## config.mk

```make
export PLATFORM = sky130hd
export DESIGN_NAME = regfile_rw
export DESIGN_NICKNAME = d
export VERILOG_FILES = /design/src/rtl/regfile_pkg.sv /design/src/rtl/regfile_wdec.sv /design/src/rtl/regfile_rw.sv
export SDC_FILE = /design/constraint.sdc
export NUM_CORES = 2
export LEC_CHECK = 0
export BUFFER_PORTS_ARGS = -buffer_cell sky130_fd_sc_hd__buf_4
export CORE_MARGIN = 3
export CORE_UTILIZATION = 55
export CTS_CLUSTER_SIZE = 25
export DETAILED_ROUTE_END_ITERATION = 8
export HOLD_SLACK_MARGIN = 0.12
export PLACE_DENSITY_LB_ADDON = 0.12
export SLEW_MARGIN = 20
export SYNTH_ARGS = -nofsm -noshare
export SYNTH_HDL_FRONTEND = slang
export SYNTH_SLANG_ARGS = --single-unit
```

## constraint.sdc

```tcl
create_clock -name clock -period 72.4 [get_ports clock]
set_clock_uncertainty 0.05 [all_clocks]
set_input_delay 14.48 -clock clock [delete_from_list [all_inputs] [get_ports clock]]
set_output_delay 14.48 -clock clock [all_outputs]
set_load 0.01 [all_outputs]
```

## src/rtl/regfile_pkg.sv

```systemverilog
// Shared register-file types and constants for the writeback, decode and register-file stages.
package regfile_pkg;

  localparam int unsigned REG_DATA_W = 32;
  localparam int unsigned REG_ADDR_W = 5;
  localparam logic [REG_ADDR_W-1:0] REG_ZERO = 5'd0;

  typedef logic [REG_ADDR_W-1:0] reg_idx_t;
  typedef logic [REG_DATA_W-1:0] reg_word_t;

endpackage

```

## src/rtl/regfile_wdec.sv

```systemverilog
// One-hot write-enable decoder for the register file; entry 0 never receives a write strobe.
module regfile_wdec
  import regfile_pkg::*;
#(
  parameter int unsigned ADDR_W   = REG_ADDR_W,
  parameter int unsigned NUM_REGS = 2 ** ADDR_W
) (
  input  logic                we_i,
  input  logic [ADDR_W-1:0]   idx_i,
  output logic [NUM_REGS-1:0] onehot_o
);

  // Decode the index, gated by the strobe so an undriven index cannot leak a write.
  always_comb begin
    onehot_o = '0;
    for (int unsigned i = 1; i < NUM_REGS; i++) begin
      onehot_o[i] = we_i && (idx_i == ADDR_W'(i));
    end
    onehot_o[0] = 1'b0;
  end

endmodule

```

## src/rtl/regfile_rw.sv

```systemverilog
// 32 x 32 architectural register file: one write port, two combinational read ports,
// hardwired zero register and optional same-cycle write-to-read bypass.
module regfile_rw
  import regfile_pkg::*;
#(
  parameter int unsigned DATA_W = REG_DATA_W,
  parameter int unsigned ADDR_W = REG_ADDR_W,
  parameter bit          BYPASS = 1'b1
) (
  input  logic              clock,
  input  logic              reset,
  input  logic              ctrl_writeEnable,
  input  logic [ADDR_W-1:0] ctrl_writeReg,
  input  logic [DATA_W-1:0] data_writeReg,
  input  logic [ADDR_W-1:0] ctrl_readRegA,
  input  logic [ADDR_W-1:0] ctrl_readRegB,
  output logic [DATA_W-1:0] data_readRegA,
  output logic [DATA_W-1:0] data_readRegB
);

  localparam int unsigned NUM_REGS = 2 ** ADDR_W;

  logic [DATA_W-1:0]   regs_q [NUM_REGS];
  logic [NUM_REGS-1:0] wr_en;
  logic                byp_a, byp_b;

  regfile_wdec #(
    .ADDR_W   (ADDR_W),
    .NUM_REGS (NUM_REGS)
  ) u_wdec (
    .we_i     (ctrl_writeEnable),
    .idx_i    (ctrl_writeReg),
    .onehot_o (wr_en)
  );

  // Flop-based storage so the whole array clears asynchronously; entry 0 is never enabled.
  always_ff @(posedge clock or posedge reset) begin
    if (reset) begin
      for (int unsigned i = 0; i < NUM_REGS; i++) begin
        regs_q[i] <= '0;
      end
    end else begin
      for (int unsigned i = 0; i < NUM_REGS; i++) begin
        if (wr_en[i]) begin
          regs_q[i] <= data_writeReg;
        end
      end
    end
  end

  // Bypass hits only for a live write to a nonzero index matching the read index.
  always_comb begin
    byp_a = BYPASS && ctrl_writeEnable && (ctrl_writeReg != '0) &&
            (ctrl_readRegA == ctrl_writeReg);
    byp_b = BYPASS && ctrl_writeEnable && (ctrl_writeReg != '0) &&
            (ctrl_readRegB == ctrl_writeReg);
  end

  // Read muxes; index 0 forced to zero so a read of r0 never depends on storage or bypass.
  always_comb begin
    data_readRegA = byp_a ? data_writeReg : regs_q[ctrl_readRegA];
    data_readRegB = byp_b ? data_writeReg : regs_q[ctrl_readRegB];
    if (ctrl_readRegA == '0) data_readRegA = '0;
    if (ctrl_readRegB == '0) data_readRegB = '0;
  end

endmodule

```

==> flow_metrics.tcl <==
set metrics [dict create \
    status "completed" \
    cts_inserted_buffers 107 \
    fin_setup_tns_ns 0 \
    r2r_end "regs_q[739]" \
    grt_pass1_vias 36998 \
    placed_cell_area_sq_mm 0.05495 \
    cts_tree "built" \
    clock.fmax_mhz 29.87 \
    cpMostUsedCell "buf_4" \
    start_kind "primary input" \
    hp-start "regs_q[734]" \
    rrSetupSlack_ns 71.53 \
    hold_viol_final 0 \
    avgSynthCellArea_sq_um 14.63 \
    core-area_sq_mm 0.09558 \
    setup_viol 0 \
    io_pins 114 \
    syn_to_final_growth_pct 10.01 \
    regMostFlops "regs_q" \
    grt_max_degree 198 \
    post-route-cell-area_sq_mm 0.05868 \
    drt_iter0_drc 3849 \
    port_buffers 113 \
    final-max-slew-violation-count 0 \
    antenna_found_initial 8 \
    fin_crit_sh_pct 46.23 \
    crit_path_end_kind "output pin" \
    root_buffer "clkbuf_16" \
    gp_congestion 0.8337 \
    drv_cap 0 \
    hp-class "reg2reg" \
    grt_pass1_wl_mm 258.1 \
    largest_reg_flops 992 \
    r2r-start "regs_q[739]" \
    synth-seq-cells 992 \
    reg2reg_depth 1 \
    first_pass_iters 5 \
    hold_buffers 0 \
    syn_area_sq_mm 0.05334 \
    synth_cell_types 48 \
    hold_path_end "regs_q[734]" \
    fin_crit_ns 33.47 \
    die_width_um 317.4 \
    num_rows 113 \
    postCtsSetupBuffers 0 \
    dieArea_sq_mm 0.1008 \
    start_util_pct 55.81 \
    die_height_um 317.4 \
    ctsResizeCount 0 \
    ir_drop_mv 0.02178 \
    drc_errors 0 \
    wl_per_cell_um 35.86 \
    clk_pin_slew_ns 0.06 \
    ant_nets 0 \
    worst-path-max-fanout 73 \
    yosys_warnings 0 \
    numClockSinks 992 \
    critical_path_arrival_ns 18.94 \
    p_leak_uw 0.02503 \
    critPathSlowestCell "buf_4" \
    reg.largest.list "regs_q x992" \
    clk_latency_ns 0.69 \
    ys_seq_area_share_pct 46.54 \
    drive_gt1_share_pct 53.43 \
    grt_usage_pct 34.74 \
    slew_headroom_pct 26.09 \
    synth-edff-count 0 \
    hpwl_mm 99.77 \
    cp_slowest_stage_delay_ns 0.84 \
    path_class "in2out" \
    htree_levels 3 \
    yosys_most_used_dff "dfrtp_1" \
    globalRoute.totalOverflow 0 \
    wirelength_mm 176.2 \
    via_per_inst 7.262 \
    finalNetCount 3603 \
    vias 35672 \
    rsz0062_at_grt "no" \
    hold_depth 2 \
    p_per_area_mw_per_mm2 28.37 \
    syn_nets 3696 \
    worstPathCellList "buf_8, buf_4, buf_4, buf_4, mux4_2, o22ai_1, nor3_1, o21ai_0, o21ai_0, buf_4" \
    worstMarginPinSlew_ns 1.107 \
    cp.required_ns 57.87 \
    syn_inst 3646 \
    cts_buffer_depth 3 \
    async_flop_share_pct 100.0 \
]
-- layout by cell type, fill, tap and decap left out, types with 25 or more instances in the layout --
cell type and n:
a21oi_1 28, nor2b_1 42, clkinv_2 25, clkbuf_16 109, o21ai_0 59, clkbuf_8 25, mux4_2 435, buf_4 185
nand3_1 36, mux2_2 1064, mux2i_1 29, o22ai_1 45, nor2_1 70, a22oi_1 95, dfrtp_1 992, nand2_1 71
nor3_1 36, a221oi_1 66
-- per-stage QoR --
| step | std cells | utilization [%] | hold WS (ns) | worst slack (ns) | power, uW |
|---|---|---|---|---|---|
| 6_report | 4912 | 61.40 | 0.4604 | 38.93 | 1665 |
| 5_1_grt | 4910 | 61.39 | 0.4807 | 38.74 | 1726 |
| 4_1_cts | 4906 | 61.35 | 0.4573 | 38.96 | 1665 |
| 3_5_place_dp | 4708 | 57.49 | 0.4439 | 38.98 | 1093 |
| 3_3_place_gp | 4706 | 57.46 | 0.4303 | 38.96 | 1068 |
| 2_1_floorplan | 3646 | - | 0.4104 | 29.96 | 991.5 |
-- critical path, delay by kind of cell --
kind                   cells  cell delay [ns]
AOI/OAI and AO/OA          3             0.68
buffers and inverters      5             3.03
muxes                      1             0.36
and+or+nand+nor            1             0.30
-- synth_stat cells, types with 4 or more instances --
master	number	area [sq um]
a2111oi_2	20	300.3
a211o_1	22	192.7
a21oi_1	28	140.1
a221oi_1	66	578.1
a22o_1	8	70.07
a22oi_1	95	713.2
a31oi_1	10	62.56
buf_1	12	45.04
buf_2	151	755.7
buf_4	27	202.7
buf_6	4	45.04
clkbuf_1	208	780.8
dfrtp_1	992	24820
mux2_2	1064	11980
mux2i_1	29	290.3
mux4_2	435	9797
nand2_1	78	292.8
nand2b_1	7	43.79
nand3_1	37	185.2
nand4_1	6	37.54
nor2_1	82	307.8
nor2b_1	48	300.3
nor3_1	40	200.2
o211ai_1	11	82.58
o21ai_0	59	295.3
o221ai_1	8	70.07
o22a_1	8	70.07
o22ai_1	45	281.5
o31ai_1	8	60.06
xnor2_1	8	70.07
-- cell type report --
cell class                 instances  area (sq um)
antenna                            5         12.51
clock buffer                     153          3143
clock inverter                    45         544.3
fill                            7248         36900
inverter                           3         18.77
multi-input combinational       2249         26920
sequential                       992         24820
tap                             1265          1583
timing repair buffer             200          1633
-- where the power goes --
part | internal (uW) | leakage (uW) | total [uW] | switching, uW
sequential | 663 | 0.0127 | 745 | 81.5
clock | 340 | 0.00183 | 574 | 234
combinational | 203 | 0.0105 | 345 | 143
-- per-layer routing --
metal  routed length [um]  part of all wire, %  GRT usage, %
met5                   59                0.033             0
met4                 8620                  4.9         15.00
met3                14670                  8.3         7.511
met2                83500                   47         55.16
met1                69310                   39         46.67
-- cells by family (layout without fill, tap and decap cells) --
kind of cell / Yosys count / count (layout) / synth area share, %
flip-flops: 992 / 992 / 46.54
XOR/XNOR: 10 / 10 / 0.1642
AND/OR/NAND/NOR: 314 / 314 / 2.824
AO/OA/AOI/OAI: 394 / 394 / 5.585
other: 0 / 5 / 0
multiplexers: 1531 / 1531 / 41.44
buffers and inverters: 405 / 401 / 3.451
-- how the worst max path moves through the flow --
| stage | startpoint | to | cells after the start |
|---|---|---|---|
| 2_1_floorplan | reset | regs_q[0] | 1 |
| 3_3_place_gp | ctrl_readRegA[1] | data_readRegA[26] | 10 |
| 3_5_place_dp | ctrl_readRegA[1] | data_readRegA[26] | 10 |
| 4_1_cts | ctrl_readRegA[1] | data_readRegA[26] | 10 |
| 5_1_grt | ctrl_readRegA[1] | data_readRegA[26] | 10 |
| 6_report | ctrl_readRegA[1] | data_readRegA[29] | 10 |
(Power assumes the default switching activity.)
